--- src/rtl/seq_decoder.sv ---
// Microcode step decoder: follows the FSA sequencer state, counts instruction steps and drives registered control lines.
// Optional jump checking on seq_err is built only when SEQ_DECODE_ERRCHK_EN is defined.
module seq_decoder (
    input  logic       clock,
    input  logic       reset,
    input  logic [2:0] fsm_state,
    input  logic [7:0] instr,
    input  logic       run,
    output logic [9:0] ctrl,
    output logic       abort,
    output logic       halted,
    output logic       seq_err
);

    typedef enum logic [1:0] {
        CLS_MOV8 = 2'b00,
        CLS_ALU  = 2'b01,
        CLS_SETA = 2'b10,
        CLS_GOTO = 2'b11
    } instr_class_t;

    logic [2:0]   fsm_prev;
    logic [4:0]   step, step_next, last_step;
    instr_class_t cls, cls_next;
    logic         halted_next, abort_next, advance;
    logic [9:0]   ctrl_dec;

    // A sequencer move only counts while running and not halted; the jump size never matters.
    assign advance = run && !halted && (fsm_state != fsm_prev);

    always_comb begin
        last_step = 5'd23;
        unique case (cls)
            CLS_MOV8, CLS_ALU: last_step = 5'd11;
            CLS_SETA:          last_step = 5'd9;
            CLS_GOTO:          last_step = 5'd23;
        endcase
    end

    // State register: every cycle the sequencer state is remembered, step/class/halt move on advances.
    always_ff @(posedge clock or posedge reset) begin
        if (reset) begin
            fsm_prev <= 3'd0;
            step     <= 5'd0;
            cls      <= CLS_MOV8;
            halted   <= 1'b0;
            abort    <= 1'b0;
            ctrl     <= 10'd0;
        end else begin
            fsm_prev <= fsm_state;
            step     <= step_next;
            cls      <= cls_next;
            halted   <= halted_next;
            abort    <= abort_next;
            ctrl     <= ctrl_dec;
        end
    end

    // Next state: the fetch->execute boundary latches the class (last_step is never 7, so order is safe).
    always_comb begin
        step_next   = step;
        cls_next    = cls;
        halted_next = halted;
        abort_next  = 1'b0;
        if (advance) begin
            if (step == 5'd7) begin
                step_next = 5'd8;
                cls_next  = instr_class_t'(instr[7:6]);
                if (instr == 8'hAE) begin
                    halted_next = 1'b1;
                end
            end else if (step == last_step) begin
                step_next  = 5'd0;
                abort_next = 1'b1;
            end else begin
                step_next = step + 5'd1;
            end
        end
    end

    // Output decode of the current step; registered above so ctrl trails the step by one cycle.
    always_comb begin
        ctrl_dec = 10'd0;
        if (!halted) begin
            ctrl_dec[0] = (step <= 5'd3);
            ctrl_dec[1] = (step >= 5'd1) && (step <= 5'd3);
            ctrl_dec[2] = (step == 5'd2);
            ctrl_dec[3] = (step == 5'd4);
            ctrl_dec[4] = (step == 5'd5) || (step == 5'd6);
            ctrl_dec[5] = (step == 5'd6) || ((cls == CLS_GOTO) && (step == 5'd22));
            ctrl_dec[6] = (((cls == CLS_MOV8) || (cls == CLS_ALU)) && (step >= 5'd8) && (step <= 5'd10))
                        || ((cls == CLS_SETA) && ((step == 5'd8) || (step == 5'd9)));
            ctrl_dec[7] = (((cls == CLS_MOV8) || (cls == CLS_ALU)) && (step == 5'd9))
                        || ((cls == CLS_SETA) && (step == 5'd8));
            ctrl_dec[8] = (cls == CLS_ALU) && (step >= 5'd8) && (step <= 5'd10);
            ctrl_dec[9] = (cls == CLS_GOTO) && ((step == 5'd10) || (step == 5'd16));
        end
    end

`ifdef SEQ_DECODE_ERRCHK_EN
    logic       seq_err_q;
    logic [2:0] expected_state;

    assign expected_state = fsm_prev + 3'd1;

    always_ff @(posedge clock or posedge reset) begin
        if (reset) begin
            seq_err_q <= 1'b0;
        end else if (advance && (fsm_state != expected_state)) begin
            seq_err_q <= 1'b1;
        end
    end

    assign seq_err = seq_err_q;
`else
    assign seq_err = 1'b0;
`endif

endmodule

--- config.mk ---
export PLATFORM = sky130hd
export DESIGN_NAME = seq_decoder
export DESIGN_NICKNAME = d
export VERILOG_FILES = /design/src/rtl/seq_decoder.sv
export SDC_FILE = /design/constraint.sdc
export NUM_CORES = 1
export LEC_CHECK = 0
export ABC_CLOCK_PERIOD_IN_PS = 1800
export BUFFER_PORTS_ARGS = -buffer_cell sky130_fd_sc_hd__buf_2
export CORE_MARGIN = 3
export CORE_UTILIZATION = 51
export DETAILED_ROUTE_END_ITERATION = 7
export GPL_TIMING_DRIVEN = 0
export PLACE_DENSITY = 0.82
export SLEW_MARGIN = 10
export SYNTH_ARGS = -nofsm -noshare
export SYNTH_HDL_FRONTEND = slang
export SYNTH_SLANG_ARGS = --single-unit
--- constraint.sdc ---
create_clock -name clock -period 1.8 [get_ports clock]
set_clock_uncertainty 0.1 [all_clocks]
set_input_delay 0 -clock clock [delete_from_list [all_inputs] [get_ports clock]]
set_output_delay 0 -clock clock [all_outputs]
set_load 0.1 [all_outputs]
==> results by group <==
Floorplan
  • Core footprint: roughly 2000 µm²
  • # rows: 16
  • Die H: between 50 and 60 µm
  • Starting Density: 0.544
  • IO Pins: 27
  • Die outline area: between 2000 and 3000 µm²
  • Die Width: roughly 52 µm

STA
  • WHS: between 0.02 and 0.025 ns
  • Max Freq: about 590 MHz
  • Worst Slack Setup Final: ~0.11 ns
  • Slew Viols, Final: 0
  • Total negative slack: 0 ns
  • Worst Max-Slew Pin Slew: ~0.8 ns
  • Final Hold Fails: 0
  • Crit share post-route: 0.941
  • RSZ-0062 raised after global routing: no
  • Final setup fails: 0
  • Min cycle time layout: roughly 1.7 ns
  • Max-slew headroom: 0.466

Synth
  • Syn Nets: 120
  • Leading register cell type out of synthesis: dfrtp_1
  • Yosys reg bits: 22
  • Post-synth EDFFs: 0
  • Post-Syn Instances: a little over 100
  • Ys Warns: 0
  • Seq/Total Area, Yosys: 0.505
  • Yosys top cell by area: dfrtp_1
  • Netlist cell types: 35
  • Syn Area/Cell: about 11 µm²
  • Yosys top cell area share: 0.505
  • Async set-reset flop share out of synthesis: 1.00
  • Cell Area, Synth: approximately 1100 µm²
  • Synth area leaders: dfrtp_1 (51%), ha_1 (4.6%), nand2_1 (3.4%)

Hold path
  • Hold Path Class: input port to register
  • Hold path start: run
  • Hold endpoint: step[2]
  • Hold path depth: 6

Placement
  • DP Worst Slack: 0.0192 ns
  • Final Wtd Congestion: 0.897
  • PortBufs: 25
  • HPWL Detailed: between 1000 and 1500 µm

Clock tree
  • TritonCTS clock tree: done
  • H-tree lvl count: 1
  • CTS Buffer Depth: 2
  • Root Buffer: clkbuf_4
  • Worst skew pair latency: roughly 0.32 ns
  • Clk pin slew, worst setup/hold paths: approximately 0.12 ns
  • CTS Sinks: 22
  • CTS buffer count: 3

Setup path
  • Reg2reg end: cls[0]
  • Crit path capture type: register
  • Crit Path Class: register to register
  • Internal reg-to-reg setup slack: between 0.1 and 0.15 ns
  • CP required: approximately 1.9 ns
  • CP arrival: approximately 1.8 ns
  • RR Startpoint: step[0]
  • Startpoint types: register
  • Max FO, Critical Path: 6
  • FF-to-FF path depth: 5

GRT
  • GRT Total Usage: 0.176
  • First-pass GRT wire length: around 3500 µm
  • Initial antenna violation count: 0
  • Pin count of the biggest net entering global routing: 23
  • Gr ovfl total: 0
  • Vias in the first global route: 828

Final layout
  • Fin nets: about 160
  • Area growth syn-to-layout: 28.5%
  • Leading cell type in the layout, fill and taps excluded: buf_2
  • Most frequent cells in the layout: buf_2 (27), dfrtp_1 (18), nand2_1 (9)
  • Final core utilization: 0.699
  • # diodes: 0
  • Share of layout cells above drive strength 1: 0.357

Detailed routing
  • DR vias/cell: between 5 and 6
  • # DRC: 0
  • DR WL/cell: around 13 µm
  • Detailed-route via count: 918
  • DRT iter0 DRCs: 19
  • DRT Pass-1 Iters: 5
  • Antenna viol nets, final: 0
  • Post-Route WL: approximately 2200 µm

Outcome
  • Status: finished clean

Power
  • Power Density: between 1000 and 1500 nW/µm²
  • Static Leak: 0.723 nW
  • Peak supply drop: 803 µV

Job
  • Maxcap violations: 0
where the power goes:
part	switching (W)	leakage, nW	total [W]	internal (W)
clock	0.000150	0.0210	0.000274	0.000124
sequential	0.000101	0.279	0.000713	0.000611
combinational	0.000688	0.423	0.00107	0.000385
flip-flops by register name (all words and copies together) (netlist names):
signal	cells
ctrl	10
halted	1
step	5
fsm_prev	3
abort	1
cls	2
stage by stage:
step	total power, W	std cells	cell area (µm²)
3_3_place_gp	0.00165	154	1250
4_1_cts	0.00196	165	1360
3_5_place_dp	0.00167	154	1250
2_1_floorplan	0.00149	102	1090
6_report	0.00206	170	1400
5_1_grt	0.00219	170	1400
critical path: stages (launching register included):
cell and delay, ns:
dfrtp_2 0.43, ha_1 0.22, inv_1 0.12, nor3b_4 0.32, nand2_2 0.11, mux2_2 0.28
cells by family (layout without fill, tap and decap cells):
family / after synthesis / count (layout) / share of synthesized area
simple gates: 35 / 35 / 0.189
compound gates: 24 / 24 / 0.157
flops: 22 / 22 / 0.505
buf+inv: 11 / 52 / 0.0540
fa+ha+maj: 4 / 4 / 0.0459
xor+xnor: 3 / 3 / 0.0241
mux: 2 / 2 / 0.0207
other cells: 1 / 1 / 0.00344
synth_stat cells (3+ instances only):
| cell type | instances |
|---|---|
| a21oi_1 | 4 |
| ha_1 | 4 |
| nand2_1 | 10 |
| dfrtp_1 | 22 |
| inv_1 | 6 |
| nor2_1 | 7 |
| o21ai_0 | 6 |
| a31oi_1 | 3 |
| nor4_1 | 3 |
| xnor2_1 | 3 |
repair_timing:
action,CTS,global route
hold buffers,7,0
resized for setup,0,4
setup buffers,0,5
endpoints found under the hold margin,28,0
setup endpoints to repair,0,4
worst max path at each step:
stage	from	depth (start not counted)	slack [ns]	to
final	step[0]	5	0.11	cls[0]
after global routing	step[0]	5	0.01	cls[0]
after CTS	step[1]	5	0.004	cls[0]
after detailed placement	step[1]	5	0.02	cls[0]
after global placement	step[1]	5	0.07	cls[1]
after floorplan	halted	4	0.23	step[1]
per-layer routing:
metal / routed length [µm] / vias to the layer above / part of all wire / global-route usage
met5: 0 / - / 0 / 0
met4: 46 / 0 / 0.021 / 0.0936
met3: 168 / 5 / 0.076 / 0.0342
met2: 1090 / 41 / 0.49 / 0.303
met1: 899 / 429 / 0.41 / 0.204
li1: - / 443 / - / -
area by class of cell:
cell class / instances / area, µm²
plain buffers: 5 / 36.3
flip-flops and latches: 22 / 556
inverters: 6 / 22.5
well taps: 27 / 33.8
repair buffers: 37 / 233
multi-input cells: 69 / 483
clock buffers: 4 / 36.3
fillers: 157 / 602
Note: power is estimated with default switching activity, not from simulation.
